--- src/rtl/exec_step_ctrl_pkg.sv ---
// Shared types and defaults for the CPU execution step/run controller.
package exec_step_ctrl_pkg;

    typedef enum logic [1:0] {
        HALT       = 2'd0,
        STEP_ISSUE = 2'd1,
        STEP_WAIT  = 2'd2,
        RUN        = 2'd3
    } exec_state_e;

    localparam int STEP_TIMEOUT_DEF = 1024;

endpackage

--- src/rtl/btn_edge_sync.sv ---
// Two-flop synchronizer plus registered rising-edge detect for one debounced button level.
module btn_edge_sync (
    input  logic clk,
    input  logic rst_n,
    input  logic lvl,
    output logic evt
);

    logic       sync1, sync2, dly;
    logic [1:0] arm_cnt;
    logic       armed;

    // A level already high when reset releases is a baseline, not a press:
    // edges are only reported once the sync/delay chain has filled.
    assign armed = (arm_cnt == 2'd3);

    always_ff @(posedge clk) begin
        if (!rst_n) begin
            sync1   <= 1'b0;
            sync2   <= 1'b0;
            dly     <= 1'b0;
            evt     <= 1'b0;
            arm_cnt <= 2'd0;
        end else begin
            sync1 <= lvl;
            sync2 <= sync1;
            dly   <= sync2;
            evt   <= armed & sync2 & ~dly;
            if (!armed) arm_cnt <= arm_cnt + 2'd1;
        end
    end

endmodule

--- src/rtl/exec_step_ctrl.sv ---
// Halt/step/run control of the CPU clock-enable, with step timeout and retired-instruction count.
module exec_step_ctrl
    import exec_step_ctrl_pkg::*;
#(
    parameter int CNT_W        = 16,
    parameter int STEP_TIMEOUT = STEP_TIMEOUT_DEF,
    parameter int TMO_W        = 11
) (
    input  logic             clk,
    input  logic             rst_n,
    input  logic             step_lvl,
    input  logic             run_lvl,
    input  logic             cpu_done,
    input  logic             cpu_halt,
    input  logic             clr_count,
    output logic             cpu_en,
    output logic             running,
    output logic             step_err,
    output logic [CNT_W-1:0] instr_count
);

    logic             step_evt, run_evt;
    exec_state_e      state_q, state_d;
    logic [TMO_W-1:0] tmo_q;
    logic             tmo_hit;
    logic             set_err;
    logic             err_q;
    logic [CNT_W-1:0] cnt_q;

    btn_edge_sync u_step_sync (
        .clk   (clk),
        .rst_n (rst_n),
        .lvl   (step_lvl),
        .evt   (step_evt)
    );

    btn_edge_sync u_run_sync (
        .clk   (clk),
        .rst_n (rst_n),
        .lvl   (run_lvl),
        .evt   (run_evt)
    );

    assign tmo_hit = (tmo_q == TMO_W'(STEP_TIMEOUT - 1));

    always_comb begin
        state_d = state_q;
        set_err = 1'b0;
        case (state_q)
            HALT: begin
                if (run_evt)       state_d = RUN;
                else if (step_evt) state_d = STEP_ISSUE;
            end
            STEP_ISSUE: state_d = STEP_WAIT;
            STEP_WAIT: begin
                if (cpu_done || cpu_halt) begin
                    state_d = HALT;
                end else if (tmo_hit) begin
                    state_d = HALT;
                    set_err = 1'b1;
                end
            end
            RUN: begin
                if (cpu_halt || run_evt) state_d = HALT;
            end
            default: state_d = HALT;
        endcase
    end

    always_ff @(posedge clk) begin
        if (!rst_n) begin
            state_q <= HALT;
            tmo_q   <= '0;
            err_q   <= 1'b0;
            cnt_q   <= '0;
        end else begin
            state_q <= state_d;
            if (state_q == STEP_ISSUE)     tmo_q <= '0;
            else if (state_q == STEP_WAIT) tmo_q <= tmo_q + 1'b1;
            err_q <= err_q | set_err;
            // Clear wins over a coincident retire.
            if (clr_count)     cnt_q <= '0;
            else if (cpu_done) cnt_q <= cnt_q + 1'b1;
        end
    end

    assign cpu_en      = (state_q == STEP_ISSUE) || (state_q == RUN);
    assign running     = (state_q == RUN);
    assign step_err    = err_q;
    assign instr_count = cnt_q;

endmodule

--- config.mk ---
export PLATFORM = sky130hd
export DESIGN_NAME = exec_step_ctrl
export DESIGN_NICKNAME = d
export VERILOG_FILES = /design/src/rtl/exec_step_ctrl_pkg.sv /design/src/rtl/btn_edge_sync.sv /design/src/rtl/exec_step_ctrl.sv
export SDC_FILE = /design/constraint.sdc
export NUM_CORES = 1
export LEC_CHECK = 0
export ABC_AREA = 1
export CORE_UTILIZATION = 40
export DETAILED_ROUTE_END_ITERATION = 16
export HOLD_SLACK_MARGIN = 0.12
export PLACE_DENSITY = 0.63
export SYNTH_ARGS = -nofsm -noshare
export SYNTH_HDL_FRONTEND = slang
export SYNTH_SLANG_ARGS = --single-unit
export TNS_END_PERCENT = 10
--- constraint.sdc ---
create_clock -name clk -period 1.77 [get_ports clk]
set_clock_uncertainty 0.15 [all_clocks]
set_input_delay 0.354 -clock clk [delete_from_list [all_inputs] [get_ports clk]]
set_output_delay 0.354 -clock clk [all_outputs]
set_load 0.1 [all_outputs]
==> reports/metrics.csv <==
metric,value,unit
Critical Path Max Stage Delay,0.47,ns
# rows,24,
setup TNS,0,ns
Synth top cells by count,"nand2_1 (62), dfxtp_1 (42), nor2_1 (42)",
endpoints failing setup,0,
maximum vdd drop,541.4,uV
critical-path cell with the highest stage delay,dfxtp_2,
hold endpoint,u_run_sync.evt$_SDFF_PN0_,
Total GRT Usage,16.33,%
count of pins over their slew limit,0,
Hold Slack,0.2444,ns
Overall Power,2.000,mW
average size of a mapped cell,7.009,sq um
Post-synth top flop,dfxtp_1,
proportion of layout cells with a drive suffix above 1,20.45,%
outcome,"complete, no violations",
actual slew at the worst max-slew pin,0.2918,ns
# DRC,0,
Iter 0 DRT Violations,73,
dpl cells,357,
worst endpoint data arrival time,1.16,ns
clock sinks,42,
most frequent cell after synthesis,nand2_1,
cell count of the worst reg-to-reg path,8,
routed wire length,3.644,mm
Worst R2R End,instr_count[14]$_SDFFE_PP0P_,
setup fix buffers added after clock tree synthesis,0,
number of flops mapped to enable cells by yosys,0,
"Seq/Total Area, Yosys",43.47,%
CTS H-tree lvls,2,
Post-DRT Antenna Nets,0,
grt total ovfl,0,
Clock Path Buffers,2,
1st-pass router iterations,4,
Skew-Pair Late Insertion Delay,0.29,ns
Slew HR,80.48,%
pin count of the biggest net entering global routing,17,
"FF+latch count, synth",42,
diodes inserted,0,
Hold Path Cell Cnt,1,
final hold violations,0,
IO buf count,25,
Power Dens Cells,771.5,nW/um^2
RePlAce Congestion,0.7987,
worst setup margin,0.1065,ns
"Reg clk slew, reported paths",0.09,ns
"Distinct cells, synth",27,
Post-Syn Area,1934,sq um
Worst Path Required,1.27,ns
Syn Nets,287,
startpoint types,register,
HP Class,reg2reg,
Yosys top cell area share,43.47,%
hold_buf cts,0,
Placeable Area,4504,sq um
initial antenna violation count,0,
"Warnings, synthesis",0,
WS Path Type,reg2out,
IO Pins,26,
TritonCTS clock tree,yes,
Crit Path Max Fanout,7,
Inserted Clock Buffers,5,
first-pass GRT wire length,6.644,mm
Die Wd,71.54,um
min-delay src,u_run_sync.dly$_SDFF_PN0_,
vias in the first global route,1510,
synth top area cells,"dfxtp_1 (43%), nand2_1 (12%), nor2_1 (8.2%), inv_1 (7.8%), nand3_1 (5.4%)",
Area Growth Syn to Fin,34.02,%
Vias,1670,
clk root buf,clkbuf_8,
Synth area leader,dfxtp_1,
asr flop ratio synth,0,%
Via-to-Cell Ratio,4.575,
# nets final,323,
wire length per cell,9.984,um
Initial Utilization,42.94,%
Die H,71.54,um
Post-Synthesis Cells,276,
Crit. End Element,primary output,
reg2reg start,instr_count[1]$_SDFFE_PP0P_,
Max Cap Viol,0,
dpl hpwl,2.852,mm
min Tclk post-route,1.663,ns
leakage power,1.078,nW
R2R Setup Slk,0.25,ns
period utilization,93.98,%
Final Non-Filler Cells,365,
unrepaired setup endpoints after global routing,no,
crit-path cells,nand2_1 -> inv_1 -> buf_12,
Max Fclk,601.1,MHz
Resized Gates After CTS,1,
Post-Place Setup Slack,-0.04265,ns
DIE AREA,5118,sq um
-- how the worst max path moves through the flow --
stage | startpoint | cells after the start | end
6_report | state_q[0]$_SDFFE_PN0P_ | 3 | running
3_5_place_dp | cpu_done | 8 | instr_count[15]$_SDFFE_PP0P_
3_3_place_gp | cpu_done | 8 | instr_count[15]$_SDFFE_PP0P_
4_1_cts | state_q[0]$_SDFFE_PN0P_ | 3 | running
5_1_grt | state_q[0]$_SDFFE_PN0P_ | 3 | running
2_1_floorplan | state_q[0]$_SDFFE_PN0P_ | 1 | cpu_en
-- cells by family after synthesis --
group	Yosys count	share of synthesized area (%)
DFF	42	43.47
adders and majority gates	4	2.587
xor gates and xnor gates	2	0.9057
AOI/OAI and AO/OA	34	9.767
buffers and inverters	47	9.379
and+or+nand+nor	147	33.89
-- cells in the final DEF, fill, tap and decap left out --
master and count:
xnor2_1 1, buf_12 19, a21oi_4 1, inv_6 1, dfxtp_1 30, buf_4 8, o21ai_1 2, o21ai_0 9
nor2_4 3, nor2_2 5, nor3_2 1, ha_1 4, nand3b_1 2, a211oi_1 1, clkbuf_8 5, clkdlybuf4s50_1 6
nor2_1 42, inv_2 3, nand2_2 2, nor3_1 6, inv_1 40, xor2_1 1, nand3_1 21, dfxtp_2 12
nand3_2 1, nand2_4 1, a21oi_1 19, nand4_1 1, o21bai_1 2, clkinv_4 1, inv_8 1, nand2_1 62
-- flip-flops by register name, summed over array words and instances, names as in the netlist, 2 cells and up --
name and cells:
instr_count 16, tmo_q 11, state_q 2, u_run_sync.arm_cnt 2, u_step_sync.arm_cnt 2
-- metal layers --
metal	vias to the layer above	share of wire [%]	GRT usage (%)
li1	930	-	-
met1	716	50	21.38
met2	20	46	26.77
met3	4	3.3	3.797
met4	0	1.0	5.229
met5	-	0	0
-- layout make-up --
cell class,count,area [sq um]
sequential,42,855.8
multi-input combinational,187,912.1
inverter,43,161.4
tap,52,65.06
clock buffer,5,68.82
timing repair buffer,33,500.5
clock inverter,3,28.78
fill,412,1912
-- critical path, delay by kind of cell (launching register included) --
family / cells / cell delay, ns
buffers and inverters: 2 / 0.29
flip-flops: 1 / 0.47
AND/OR/NAND/NOR: 1 / 0.11
-- stage by stage --
| stage | instance area [sq um] | util, % |
|---|---|---|
| 2_1_floorplan | 1948 | - |
| 3_3_place_gp | 2494 | 55.36 |
| 3_5_place_dp | 2494 | 55.36 |
| 4_1_cts | 2592 | 57.56 |
| 5_1_grt | 2592 | 57.56 |
| 6_report | 2592 | 57.56 |
-- power by group --
group	total, mW	switching [mW]	internal [mW]
clock network	0.660	0.365	0.295
registers	1.03	0.0478	0.987
logic	0.306	0.186	0.120
(Power assumes the default switching activity.)
